$ cat config.mk
export PLATFORM = sky130hd
export DESIGN_NAME = pattern_gen_multi
export DESIGN_NICKNAME = d
export VERILOG_FILES = /design/src/rtl/patgen_pkg.sv /design/src/rtl/patgen_lfsr.sv /design/src/rtl/pattern_gen_multi.sv
export SDC_FILE = /design/constraint.sdc
export NUM_CORES = 1
export LEC_CHECK = 0
export ABC_AREA = 1
export CORE_MARGIN = 1.5
export CORE_UTILIZATION = 45
export DETAILED_ROUTE_END_ITERATION = 7
export PLACE_DENSITY = 0.67
export SLEW_MARGIN = 10
export SYNTH_ARGS = -nofsm -noshare
export SYNTH_HDL_FRONTEND = slang
export SYNTH_SLANG_ARGS = --single-unit
$ cat constraint.sdc
create_clock -name clk -period 1.6 [get_ports clk]
set_input_delay 0.4 -clock clk [delete_from_list [all_inputs] [get_ports clk]]
set_output_delay 0.4 -clock clk [all_outputs]
set_load 0.1 [all_outputs]
$ cat src/rtl/patgen_pkg.sv
// Shared types and constants for the multi-mode pattern generator.
package patgen_pkg;

  typedef enum logic [2:0] {
    MODE_STATIC = 3'd0,
    MODE_COUNT  = 3'd1,
    MODE_WALK1  = 3'd2,
    MODE_ALT    = 3'd3,
    MODE_PRBS   = 3'd4
  } mode_e;

  typedef enum logic [1:0] {
    ST_IDLE,
    ST_RUN,
    ST_DRAIN
  } state_e;

  // Alternating 0101... start pattern; callers keep the low WIDTH bits (WIDTH <= 64).
  function automatic logic [63:0] alt_start();
    logic [63:0] r;
    r = '0;
    for (int i = 0; i < 64; i += 2) begin
      r[i] = 1'b1;
    end
    return r;
  endfunction

endpackage

$ cat src/rtl/patgen_lfsr.sv
// Combinational Fibonacci LFSR step: shift left, feedback parity of tapped bits into bit 0.
module patgen_lfsr #(
  parameter int unsigned      WIDTH     = 8,
  parameter logic [WIDTH-1:0] LFSR_TAPS = 8'hB8
) (
  input  logic [WIDTH-1:0] cur_i,
  output logic [WIDTH-1:0] nxt_o
);

  assign nxt_o = {cur_i[WIDTH-2:0], ^(cur_i & LFSR_TAPS)};

endmodule

$ cat src/rtl/pattern_gen_multi.sv
// Multi-mode test pattern source with valid/ready output and accepted-beat counter.
// Optional PATGEN_ERR_INJECT_EN adds err_inject to flip bit 0 of one accepted beat.
module pattern_gen_multi
  import patgen_pkg::*;
#(
  parameter int unsigned      WIDTH     = 8,
  parameter logic [WIDTH-1:0] LFSR_TAPS = 8'hB8,
  parameter int unsigned      CNT_W     = 16
) (
  input  logic             clk,
  input  logic             reset,
`ifdef PATGEN_ERR_INJECT_EN
  input  logic             err_inject,
`endif
  input  logic             enable,
  input  logic [2:0]       mode,
  input  logic [WIDTH-1:0] seed,
  input  logic             pattern_ready,
  output logic             pattern_valid,
  output logic [WIDTH-1:0] pattern,
  output logic [CNT_W-1:0] beat_cnt,
  output logic             busy
);

  localparam logic [63:0]      AltFull  = alt_start();
  localparam logic [WIDTH-1:0] AltStart = AltFull[WIDTH-1:0];
  localparam logic [WIDTH-1:0] One      = {{(WIDTH-1){1'b0}}, 1'b1};

  state_e           state_q;
  mode_e            mode_q;
  mode_e            mode_sel;
  logic             valid_q;
  logic [WIDTH-1:0] pat_q;
  logic [WIDTH-1:0] pat_adv;
  logic [WIDTH-1:0] start_val;
  logic [WIDTH-1:0] prbs_nxt;
  logic [CNT_W-1:0] cnt_q;
  logic             hs;

  assign hs            = valid_q & pattern_ready;
  assign pattern_valid = valid_q;
  assign busy          = valid_q;
  assign beat_cnt      = cnt_q;

  // Undefined mode codes fall back to STATIC.
  assign mode_sel = (mode > 3'd4) ? MODE_STATIC : mode_e'(mode);

  patgen_lfsr #(
    .WIDTH    (WIDTH),
    .LFSR_TAPS(LFSR_TAPS)
  ) u_lfsr (
    .cur_i(pat_q),
    .nxt_o(prbs_nxt)
  );

  always_comb begin
    start_val = seed;
    unique case (mode_sel)
      MODE_WALK1: start_val = One;
      MODE_ALT:   start_val = AltStart;
      MODE_PRBS:  start_val = (seed == '0) ? One : seed;
      default:    start_val = seed;
    endcase
  end

  always_comb begin
    pat_adv = pat_q;
    unique case (mode_q)
      MODE_COUNT: pat_adv = pat_q + One;
      MODE_WALK1: pat_adv = {pat_q[WIDTH-2:0], pat_q[WIDTH-1]};
      MODE_ALT:   pat_adv = ~pat_q;
      MODE_PRBS:  pat_adv = prbs_nxt;
      default:    pat_adv = pat_q;
    endcase
  end

  always_ff @(posedge clk or negedge reset) begin
    if (!reset) begin
      state_q <= ST_IDLE;
      mode_q  <= MODE_STATIC;
      valid_q <= 1'b0;
      pat_q   <= '0;
    end else begin
      unique case (state_q)
        ST_IDLE: begin
          if (enable) begin
            state_q <= ST_RUN;
            mode_q  <= mode_sel;
            pat_q   <= start_val;
            valid_q <= 1'b1;
          end
        end
        ST_RUN: begin
          if (hs) pat_q <= pat_adv;
          if (!enable) begin
            state_q <= hs ? ST_IDLE : ST_DRAIN;
            valid_q <= !hs;
          end
        end
        ST_DRAIN: begin
          // Last beat is held until taken; enable is ignored here.
          if (hs) begin
            state_q <= ST_IDLE;
            valid_q <= 1'b0;
          end
        end
        default: begin
          state_q <= ST_IDLE;
          valid_q <= 1'b0;
        end
      endcase
    end
  end

  always_ff @(posedge clk or negedge reset) begin
    if (!reset) begin
      cnt_q <= '0;
    end else if (hs) begin
      cnt_q <= cnt_q + 1'b1;
    end
  end

`ifdef PATGEN_ERR_INJECT_EN
  logic err_q;

  // One error per arm: further pulses while armed are absorbed.
  always_ff @(posedge clk or negedge reset) begin
    if (!reset) begin
      err_q <= 1'b0;
    end else if (!err_q && err_inject) begin
      err_q <= 1'b1;
    end else if (err_q && hs) begin
      err_q <= 1'b0;
    end
  end

  assign pattern = pat_q ^ {{(WIDTH-1){1'b0}}, err_q};
`else
  assign pattern = pat_q;
`endif

endmodule
**Word-level counts from Yosys, hierarchy flattened**

Cells that the tools add are included.
Widths: inputs -> output; s select.

- Bits in registers: 30
- Bits of input ports: 15
- Output and inout port bits: 26
- Word-level logic and storage cells: 48

- $add $sub $neg: 2
- Magnitude comparators: 1
- Equal/unequal tests: 14
- Multiplexer cells: 16
- Bitwise operators: 2
- Reductions and logical operators: 8

Operators by type and width:

| cell | number |
|---|---|
| $pmux 8 s4 | 1 |
| $mux 8 | 3 |
| $pmux 8 s3 | 1 |
| $add 16x1->16 const B | 1 |
| $pmux 8 s2 | 1 |
| $eq 3x2->1 const B | 4 |
| $add 8x1->8 const B | 1 |
| $logic_not 8->1 | 1 |
| $mux 2 | 4 |
| $ne 2x2->1 const B | 4 |
| $not 8->8 | 1 |
| $reduce_xor 8->1 | 1 |
| $eq 3x3->1 const B | 2 |
| $pmux 2 s3 | 1 |
| $ne 5x1->1 const B | 1 |
| $reduce_and 4->1 | 1 |
| $eq 3x1->1 const B | 1 |
| $gt 3x3->1 const B | 1 |
| $mux 1 | 3 |
| $mux 3 | 1 |
| $pmux 1 s3 | 1 |
| $reduce_and 3->1 | 1 |
| $eq 2x1->1 const B | 1 |
| $eq 2x2->1 const B | 1 |
| other kinds (5) | 5 |

**Depth between registers and ports, before layout**

- Depth after elaboration: 6
- Mapped depth: 10
- Gate-level depth less buffers: 9

**By module**

Synthesis repeated with hierarchy kept, for this count alone.

- Cells, all modules: 303
- Area, all modules: 2055.7 um^2

By module, submodules not included:

| module | times used | cells each | area an instance (um^2) | seq. area each (um^2) |
|---|---|---|---|---|
| pattern_gen_multi | 1 | 281 | 1939.4 | 750.7 |
| patgen_lfsr | 1 | 22 | 116.4 | 0.0 |

**Least setup slack after synthesis**

No wires, ideal clock.

- Path kind: register -> register
- Start: reg pat_q[5] (netlist: pattern[5])
- End: reg pat_q[0] (netlist: pattern[0])
- Arrival: 1879 ps
- Required time: 1480 ps
- Path slack: -400 ps
- Stages on the path, launching flop included: 10
- Path through: dfrtp_1 -> ha_1 -> inv_1 -> nand2_1 -> nand2_1 -> nand2_1 -> nand3b_1 -> nand3_1 -> nand2_1 -> nand2_1

- Word-level cells in the longest chain between the ends: 4

RTL lines:

| item | RTL line | text |
|---|---|---|
| from (decl) | pattern_gen_multi.sv:33 | `logic [WIDTH-1:0] pat_q;` |
| from (signal assigned) | pattern_gen_multi.sv:89 | `pat_q <= start_val;` |
| from (signal assigned) | pattern_gen_multi.sv:94 | `if (hs) pat_q <= pat_adv;` |
| $reduce_xor 8->1 | patgen_lfsr.sv:10 | `assign nxt_o = {cur_i[WIDTH-2:0], ^(cur_i & LFSR_TAPS)};` |
| $pmux 8 s4 | pattern_gen_multi.sv:68 | `unique case (mode_q)` |
| $mux 8 | pattern_gen_multi.sv:94 |  |
| $pmux 8 s2 | pattern_gen_multi.sv:84 | `unique case (state_q)` |

No other way between the ends. The select of a mux whose other input is x is not followed.
A chain may end at the register's enable or synchronous reset.

**Worst setup path in the final report**

- Start: in pattern_ready
- End: reg cnt_q[10] (netlist: beat_cnt[10])

- Word-level cells in the longest chain between the ends: 1

RTL lines:

| item | RTL line | text |
|---|---|---|
| from (decl) | pattern_gen_multi.sv:18 | `input logic pattern_ready,` |
| $and 1x1->1 | pattern_gen_multi.sv:40 | `assign hs = valid_q & pattern_ready;` |
| to (signal assigned) | pattern_gen_multi.sv:119 | `cnt_q <= cnt_q + 1'b1;` |
| to (decl) | pattern_gen_multi.sv:37 | `logic [CNT_W-1:0] cnt_q;` |

No other way between the ends.

==> reports/results.tsv <==
metric	value	unit
power_density	508.9	nW/um^2
synth_top_family_by_area	simple AND/OR/NAND/NOR gates	
hold_ws	0.4662	ns
clk_latency	0.29	ns
holdBufCountCts	0	
initial_utilization	0.4673	
crit_top_cell	nor2_4	
crit_fanout	6	
dr.pass1.iters	4	
synthXorXnorAreaFrac	0.04768	
tightest_slew	0.3131	ns
min_path_type	input pin to asynchronous set/reset pin	
via_per_inst	4.932	
ys_async_sr_fraction	1.000	
ant_nets	0	
synth_edf_count	0	
layout_setup_ws	0.1580	ns
syn2layout_area_growth	44.02	%
synth.most_common_cell	nand2_1	
synthFlopType	dfrtp_1	
synth_top_area_frac	0.3715	
htreeDepth	2	
synth_common_cells	nand2_1, dfrtp_1, inv_1, nor2_1, nand3_1	
drt_iter0_drc	69	
clk_path_buf_depth	2	
cp.arrival	1.61	ns
post_synth.cell_area_avg	6.850	um^2
slew-limit-headroom	0.7910	
worst_setup_path_end_kind	register	
finalClockSkew	0.01018	ns
finalNonFillerCells	399	
ys_warn_count	0	
antenna_found_initial	0	
fp.dieH	70.01	um
fin_nets	364	
cts_buffers	5	
synth_simple_gate_area_frac	0.4279	
tns	0	ns
overflow	0	
rows	24	
vias	1968	
synth_cells	295	
gp_congestion	0.8360	
dp_hpwl	3553	um
root_buffer	clkbuf_8	
numPlacedInstances	391	
ys_seq_area_frac	0.3715	
postCtsSetupBuffers	0	
clock-sinks	30	
grt_pass1_vias	1927	
drc	0	
synthMuxAreaShare	0	
start_kind	input pin	
status	finished, final reports clean	
die_w	70.01	um
slowest_delay	0.53	ns
cts_tree	done	
maxSlewViolCount	0	
routed_wl	4585	um
cts_resized	0	
max_cap_violations	0	
dieArea	4901	um^2
place_ws	-0.1593	ns
grtUsageTotal	0.2115	
hold_viol	0	
clkSlewWorstSetupHoldPaths	0.07	ns
cpMaxStageDelayCell	clkdlybuf4s50_1	
vdd_drop_max	540.6	uV
fin_crit_sh	0.9013	
synth_nets	313	
core	4324	um^2
setup_viol	0	
crit_required	1.77	ns
rsz0062_at_grt	false	
power.leakage	1.320	nW
yosysTopAreaCell	dfrtp_1	
synthAdderAreaFrac	0.01858	
syn_area	2021	um^2
drive_above_1_share	0.2421	
port_buffers	40	
grt_pass1_wl	8183	um
synth-compound-area-share	0.06006	
ys_seq_elements	30	
drt-wirelength-per-cell	11.49	um
fmax	0.6935	GHz
timing.final.crit_period	1.442	ns
synth.area.top_cells	dfrtp_1, nand2_1, nand3_1	
grt_max_degree	31	
diodes	0	
ios	41	
synth_cell_types	25	
worstPathCellList	clkdlybuf4s50_1 > nand2_4 > nor2_4 > nand3_2 > nor2_4 > nand2_1 > xor2_1	
crit_type	input pin to register	
## layer usage
metal	wire length (um)	track usage
met1	2077	0.2488
met2	2265	0.3757
met4	68	0.07479
met3	173	0.04906
met5	0	0
## through the flow
step                      instance area (um^2)    util  total power, mW
after global placement                    2819  0.6519           0.8568
after CTS                                 2910  0.6730            1.505
final                                     2910  0.6730            1.481
after detailed placement                  2819  0.6519           0.8566
after floorplan                           2058       -           0.7897
after global routing                      2910  0.6730            1.538
## final cells by class
cell class | count | area, um^2
Fill cell | 387 | 1414
Multi-Input combinational cell | 230 | 1120
Sequential cell | 30 | 788.3
Timing Repair Buffer | 47 | 725.7
Inverter | 32 | 120.1
Clock buffer | 7 | 86.33
Tap cell | 52 | 65.06
Clock inverter | 1 | 5.005
## sequential cells by signal, indices dropped and copies added, names as in the netlist
signal    cells
beat_cnt     16
pattern       8
state_q       2
mode_q        3
busy          1
## critical path: cells and delay by family
family                    cells  cell delay (ns)
and+or+nand+nor               5             0.55
xor gates and xnor gates      1             0.14
buffers and inverters         1             0.53
## path summary, 6_finish.rpt
| check | start | endpoint | slack (ns) | cells after the start |
|---|---|---|---|---|
| setup / recovery | pattern_ready | beat_cnt[10] | 0.16 | 7 |
| hold / removal | reset | beat_cnt[4] | 0.47 | 2 |
| setup reg to reg | beat_cnt[0] | beat_cnt[10] | 0.20 | 7 |
| hold reg to reg | beat_cnt[8] | beat_cnt[8] | 0.52 | 1 |
| max in group asynchronous | reset | pattern[1] | 0.94 | 2 |
| min in group clk | beat_cnt[8] | beat_cnt[8] | 0.52 | 1 |
## cells by family (layout without fill, tap and decap cells)
logic type               after synthesis  after routing
AO/OA/AOI/OAI                         23             23
AND/OR/NAND/NOR                      193            193
flip-flops                            30             30
adder cells (fa/ha/maj)                3              3
buffers and inverters                 35             87
XOR/XNOR                              11             11
## cell usage in the layout, fill, tap and decap left out, drive strengths merged
master and instances:
nand2 116, nor2 38, buf 33, inv 32, dfrtp 30, nand3 29, clkdlybuf4s50 14, a21oi 13
o21ai 9, clkbuf 7, xor2 6, xnor2 5, nand4 3, nor3 3, ha 3, nand3b 3
and2 1, o31ai 1, clkinv 1
## power by group
group | total [mW] | internal, mW | switching, mW
registers | 0.758 | 0.758 | 0
clock network | 0.641 | 0.347 | 0.294
logic | 0.0826 | 0.0443 | 0.0383
total | 1.48 | 1.15 | 0.332
Power figures use the tool's default switching activity.
